`config.mk`:
```
export PLATFORM = sky130hd
export DESIGN_NAME = clk_gen_core
export DESIGN_NICKNAME = d
export VERILOG_FILES = /design/src/rtl/clk_gen_pkg.sv /design/src/rtl/clk_gen_lock.sv /design/src/rtl/clk_gen_core.sv
export SDC_FILE = /design/constraint.sdc
export NUM_CORES = 1
export LEC_CHECK = 0
export ABC_CLOCK_PERIOD_IN_PS = 2000
export CAP_MARGIN = 20
export CORE_ASPECT_RATIO = 0.8
export CORE_MARGIN = 10
export CORE_UTILIZATION = 35
export DETAILED_ROUTE_END_ITERATION = 16
export GPL_ROUTABILITY_DRIVEN = 0
export PLACE_DENSITY = 0.59
export SYNTH_ARGS = -nofsm -noshare
export SYNTH_HDL_FRONTEND = slang
export SYNTH_SLANG_ARGS = --single-unit
```
`constraint.sdc`:
```
create_clock -name clkin -period 2 [get_ports clkin]
set_clock_uncertainty 0.1 [all_clocks]
set_input_delay 0.2 -clock clkin [delete_from_list [all_inputs] [get_ports clkin]]
set_output_delay 0.2 -clock clkin [all_outputs]
set_load 0.02 [all_outputs]
```
`src/rtl/clk_gen_pkg.sv`:
```
// clk_gen_pkg: shared constants and helpers
// for the integer clock divider.
package clk_gen_pkg;

  localparam int DIV_MIN  = 2;
  localparam int DIV_MAX  = 65536;
  localparam int LOCK_MAX = 65535;
  localparam int LW       = 16;

  // Cycles of clkout high per period; odd ratios spend the extra cycle low.
  function automatic int high_of(input int div);
    return div / 2;
  endfunction

endpackage

```
`src/rtl/clk_gen_lock.sv`:
```
// clk_gen_lock: saturating period counter
// with a sticky lock flag.
module clk_gen_lock
  import clk_gen_pkg::*;
#(
  parameter int LOCK_PERIODS = 16
) (
  input  logic clkin,
  input  logic reset,
  input  logic wrap,
  output logic lock
);

  localparam logic [LW-1:0] LP = LW'(LOCK_PERIODS);

  logic [LW-1:0] lcnt;
  logic [LW-1:0] lnext;

  assign lnext = lcnt + 16'd1;

  // Lock asserts on the very edge that completes the final period.
  always_ff @(posedge clkin) begin
    if (reset) begin
      lcnt <= '0;
      lock <= 1'b0;
    end else if (wrap && !lock && (lcnt != '1)) begin
      lcnt <= lnext;
      if (lnext == LP) begin
        lock <= 1'b1;
      end
    end
  end

endmodule

```
`src/rtl/clk_gen_core.sv`:
```
// clk_gen_core: divides clkin by DIV into
// clkout, with tick strobe and lock flag.
module clk_gen_core
  import clk_gen_pkg::*;
#(
  parameter int DIV          = 2,
  parameter int LOCK_PERIODS = 16
) (
  input  logic clkin,
  input  logic reset,
  output logic clkout,
  output logic lock,
  output logic tick
);

  localparam int CW   = (DIV > 2) ? $clog2(DIV) : 1;
  localparam int HIGH = high_of(DIV);
  localparam logic [CW-1:0] LAST = CW'(DIV - 1);

  if ((DIV < DIV_MIN) || (DIV > DIV_MAX)) begin : g_bad_div
    $error("clk_gen_core: DIV %0d out of range", DIV);
  end

  if ((LOCK_PERIODS < 1) || (LOCK_PERIODS > LOCK_MAX)) begin : g_bad_lock
    $error("clk_gen_core: LOCK_PERIODS %0d out of range", LOCK_PERIODS);
  end

  logic [CW-1:0] cnt;
  logic          wrap;

  assign wrap = (cnt == LAST);

  always_ff @(posedge clkin) begin
    if (reset) begin
      cnt    <= '0;
      clkout <= 1'b0;
      tick   <= 1'b0;
    end else begin
      clkout <= (32'(cnt) < HIGH);
      tick   <= (cnt == '0);
      cnt    <= wrap ? '0 : cnt + 1'b1;
    end
  end

  clk_gen_lock #(
    .LOCK_PERIODS(LOCK_PERIODS)
  ) u_lock (
    .clkin(clkin),
    .reset(reset),
    .wrap (wrap),
    .lock (lock)
  );

endmodule

```
==> results.txt <==
- After routing the design area is 1250 um^2.
* Largest buffer count on any clock path: 2
* Min Clock Period, post-route: 1840 ps
* Post-synthesis cell count: 137
- Relative max-transition margin: 56.5%
- Mapped Nets: 140
- Flops & latches, synth: 19
* Fraction of layout instances using a drive strength above 1: 11.4%
- The count of nets left with antenna violations once routing finished came out at 0.
- The placed instances occupy a cell area of 1200 um^2.
- Setup violations remaining at the end of the flow were counted as 0.
- The top cell type by area accounts for 33.7% of the synthesized area.
- Synthesis-to-finish area growth: 10.6%
* Wire length per cell after detailed routing: 13.1 um
- Cells along the critical path: nand4_1 -> nor4_4 -> buf_4 -> nor3b_1 -> xnor2_1 -> nor2_1
- TritonCTS clock tree: built
- In the synthesized netlist, mux cells make up 0.886% of the area.
* Mapped Avg Cell Area: 8.25 um^2
- The floorplan step defined a die boundary enclosing 5910 um^2.
- HPWL after detailed placement: 1760 um
- Critical Setup Path Class: register to register
* Number of antenna violations at the first check in global routing: 0
* Global-route wire length before repair: 4260 um
- Maximum number of pins on one net before global-route repair: 20
- STA classifies the critical path endpoint as a register.
* Cell type with the largest total area after synthesis: sky130_fd_sc_hd__dfxtp_1
- Hold timing on the final database bottoms out at a slack of 345 ps.
- The floorplan has 18 rows.
- Buffers added on ports: 4
* Height of the die: 70.8 um
- Via count of the first global-routing pass: 895
- The final layout contains routed wiring with a total length of 2360 um.
* Highest Clock Rate: 543 MHz
- Crit-path max FO: 8
- Run status: finished clean
* Combinational family with the most area after synthesis: simple AND/OR/NAND/NOR gates
- Count of pins over their slew limit: 0
- GRT Residual Overflow: 0
- At the worst endpoint, the required time is 2040 ps.
- Worst slack, placed: 125 ps
- For this run, asynchronously set or reset flops after synthesis account for 0%.
* Xor/xnor share of the synthesized area: 14.0%
- Most used standard cells in the synthesized netlist: sky130_fd_sc_hd__dfxtp_1 (19), sky130_fd_sc_hd__nor2_1 (19), sky130_fd_sc_hd__xnor2_1 (17), sky130_fd_sc_hd__nand2_1 (11), sky130_fd_sc_hd__nor3_1 (10)
- Clk sinks: 19
- Number of cells upsized or downsized after cts: 0
* P_leak: 0.374 nW
- In this design, the largest share of critical-path delay is due to simple AND/OR/NAND/NOR gates.
* Starting density of the core: 36.6%
* Number of synthesized flops with an enable pin: 0
- In this run the post-CTS setup repair buffer count came out at 0.
- Part of the cycle the worst path needs: 92.1%
* Critical Path Slowest Stage Cell: sky130_fd_sc_hd__dfxtp_1
- Die width: 83.5 um
- Cell Area, Synth: 1130 um^2
- Sequential cells were found to cover 33.7% of the synthesized design area.
- Clk Latency, worst-skew pair: 260 ps
* Remaining routing DRC violations: 0
* Actual transition at the worst max-transition pin: 652 ps
- Final count of hold timing violations: 0
* Final-stage net count: 144
- Total routing usage reported by global routing: 8.43%
- Synthesis instantiated 36 different standard cells from the library.
- Setup repair after global routing missed its margin: false
* Clock Root Buffer: sky130_fd_sc_hd__clkbuf_8
* Iter 0 DRT Violations: 58
- Ant. Diodes: 0
- Crit path DAT: 1890 ps
- Placeable Area: 3090 um^2
- CTS built an H-tree with a depth of 1.
- Counting the buffers created by CTS gives 3.
- Max stage delay on crit path: 460 ps
- The number of buffers and inverters on the critical path is 1.
- The min-delay analysis places its worst path in the category register to register.
- Summing the areas of all compound-gate instances in the mapped netlist gives 8.08% of the synthesized area.
- In this run the count of I/O pins placed on the die edge is 5.
- Sum of internal, switching and leakage power: 0.000694 W
- Before antenna repair, the detailed router went through 4 iterations.
* Simple-gate portion of the synthesized area: 36.0%
- Cell area power density: 555 nW/um^2
* Synth warnings: 0
* Critical Path Start Type: register
- Hold-fix buffer count after cts: 0
- Average via count per standard cell: 5.26
- Flip-flop cell with the highest count after synthesis: sky130_fd_sc_hd__dfxtp_1
- Number of vias in the routed layout: 946
- Setup slack after layout: 158 ps
* Post-synthesis share of cell area spent on full adders, half adders and majority gates: 1.11%
- Clock-pin slew was measured on the worst setup and hold paths at 70 ps.
- By area the synthesized netlist is led by sky130_fd_sc_hd__dfxtp_1 (34%), sky130_fd_sc_hd__xnor2_1 (13%), sky130_fd_sc_hd__nor2_1 (6.3%).
- Summed over all failing endpoints, the final setup total negative slack is 0 ps.
- Worst voltage drop across the vdd grid: 0.320 mV
- Reported max-cap violation count: 0
[kinds of logic (layout without fill, tap and decap cells)]
group / count (synthesis) / after routing
xor gates and xnor gates: 18 / 18
AOI/OAI and AO/OA: 12 / 12
muxes: 1 / 1
adders and majority gates: 1 / 1
and+or+nand+nor: 73 / 73
DFF: 19 / 19
buffers and inverters: 13 / 16
[worst paths after layout]
kind | start | end | slack (ps) | cells past startpoint
worst max-delay path | u_lock.lcnt[8] | u_lock.lcnt[2] | 160 | 6
worst min register to register | cnt | cnt | 350 | 1
worst max register to register | u_lock.lcnt[8] | u_lock.lcnt[2] | 160 | 6
worst min-delay path | cnt | cnt | 350 | 1
[per-layer routing]
| metal | part of all wire (%) | up-vias | global-route usage, % |
|---|---|---|---|
| met3 | 5.1 | 4 | 3.20 |
| met5 | 0 | - | 0 |
| met4 | 0.72 | 0 | 2.04 |
| li1 | - | 490 | - |
| met1 | 51 | 434 | 11.2 |
| met2 | 43 | 18 | 12.5 |
[report_power, final]
| part | switching (W) | internal (W) |
|---|---|---|
| clock network | 0.000121 | 0.000142 |
| registers | 0.00000654 | 0.000385 |
| logic | 0.0000237 | 0.0000154 |
[final cells by class]
cell class | instances | area (um^2)
inverter | 2 | 7.51
fill | 311 | 1840
multi-input combinational | 105 | 681
sequential | 19 | 382
timing repair buffer | 10 | 85.1
clock buffer | 4 | 45.0
tap | 40 | 50.0
[flip-flops by register name, summed over array words and instances (netlist names)]
| name | count |
|---|---|
| clkout | 1 |
| cnt | 1 |
| u_lock.lcnt | 16 |
| u_lock.lock | 1 |
[worst register-to-register path: stages, from the launching register on]
cell and delay [ps]:
sky130_fd_sc_hd__dfxtp_1 460, sky130_fd_sc_hd__nand4_1 280, sky130_fd_sc_hd__nor4_4 370, sky130_fd_sc_hd__buf_4 210, sky130_fd_sc_hd__nor3b_1 80, sky130_fd_sc_hd__xnor2_1 180, sky130_fd_sc_hd__nor2_1 50
[cells in the final DEF (no fill, tap or decap)]
| master | count |
|---|---|
| sky130_fd_sc_hd__nand2b_1 | 4 |
| sky130_fd_sc_hd__nor2_2 | 1 |
| sky130_fd_sc_hd__nand3_1 | 3 |
| sky130_fd_sc_hd__nand4b_1 | 1 |
| sky130_fd_sc_hd__nor4_4 | 1 |
| sky130_fd_sc_hd__nand3b_1 | 1 |
| sky130_fd_sc_hd__o21a_1 | 2 |
| sky130_fd_sc_hd__nand4_1 | 4 |
| sky130_fd_sc_hd__o31ai_1 | 1 |
| sky130_fd_sc_hd__nor2_1 | 19 |
| sky130_fd_sc_hd__nand2_1 | 11 |
| sky130_fd_sc_hd__and4_1 | 2 |
| sky130_fd_sc_hd__and3_1 | 3 |
| sky130_fd_sc_hd__a2111oi_2 | 1 |
| sky130_fd_sc_hd__clkbuf_1 | 1 |
| sky130_fd_sc_hd__clkbuf_8 | 3 |
| sky130_fd_sc_hd__o21ai_0 | 3 |
| sky130_fd_sc_hd__a211o_1 | 1 |
| sky130_fd_sc_hd__o2111ai_1 | 2 |
| sky130_fd_sc_hd__dfxtp_2 | 1 |
| sky130_fd_sc_hd__and4_2 | 1 |
| sky130_fd_sc_hd__mux2i_1 | 1 |
| sky130_fd_sc_hd__clkdlybuf4s50_1 | 4 |
| sky130_fd_sc_hd__nor3_1 | 10 |
| sky130_fd_sc_hd__buf_4 | 6 |
| sky130_fd_sc_hd__ha_2 | 1 |
| sky130_fd_sc_hd__nand3_4 | 1 |
| sky130_fd_sc_hd__inv_1 | 2 |
| sky130_fd_sc_hd__xnor2_1 | 17 |
| sky130_fd_sc_hd__nor3b_1 | 2 |
| sky130_fd_sc_hd__xor2_1 | 1 |
| sky130_fd_sc_hd__nor4_1 | 9 |
| sky130_fd_sc_hd__dfxtp_1 | 18 |
| sky130_fd_sc_hd__a211oi_1 | 1 |
| sky130_fd_sc_hd__a21oi_1 | 1 |
[through the flow]
step | cells | util, %
3_5_place_dp | 176 | 38.9
5_1_grt | 180 | 40.5
6_report | 180 | 40.5
3_3_place_gp | 176 | 38.9
4_1_cts | 180 | 40.4
2_1_floorplan | 137 | -
Power figures use the tool's default switching activity.
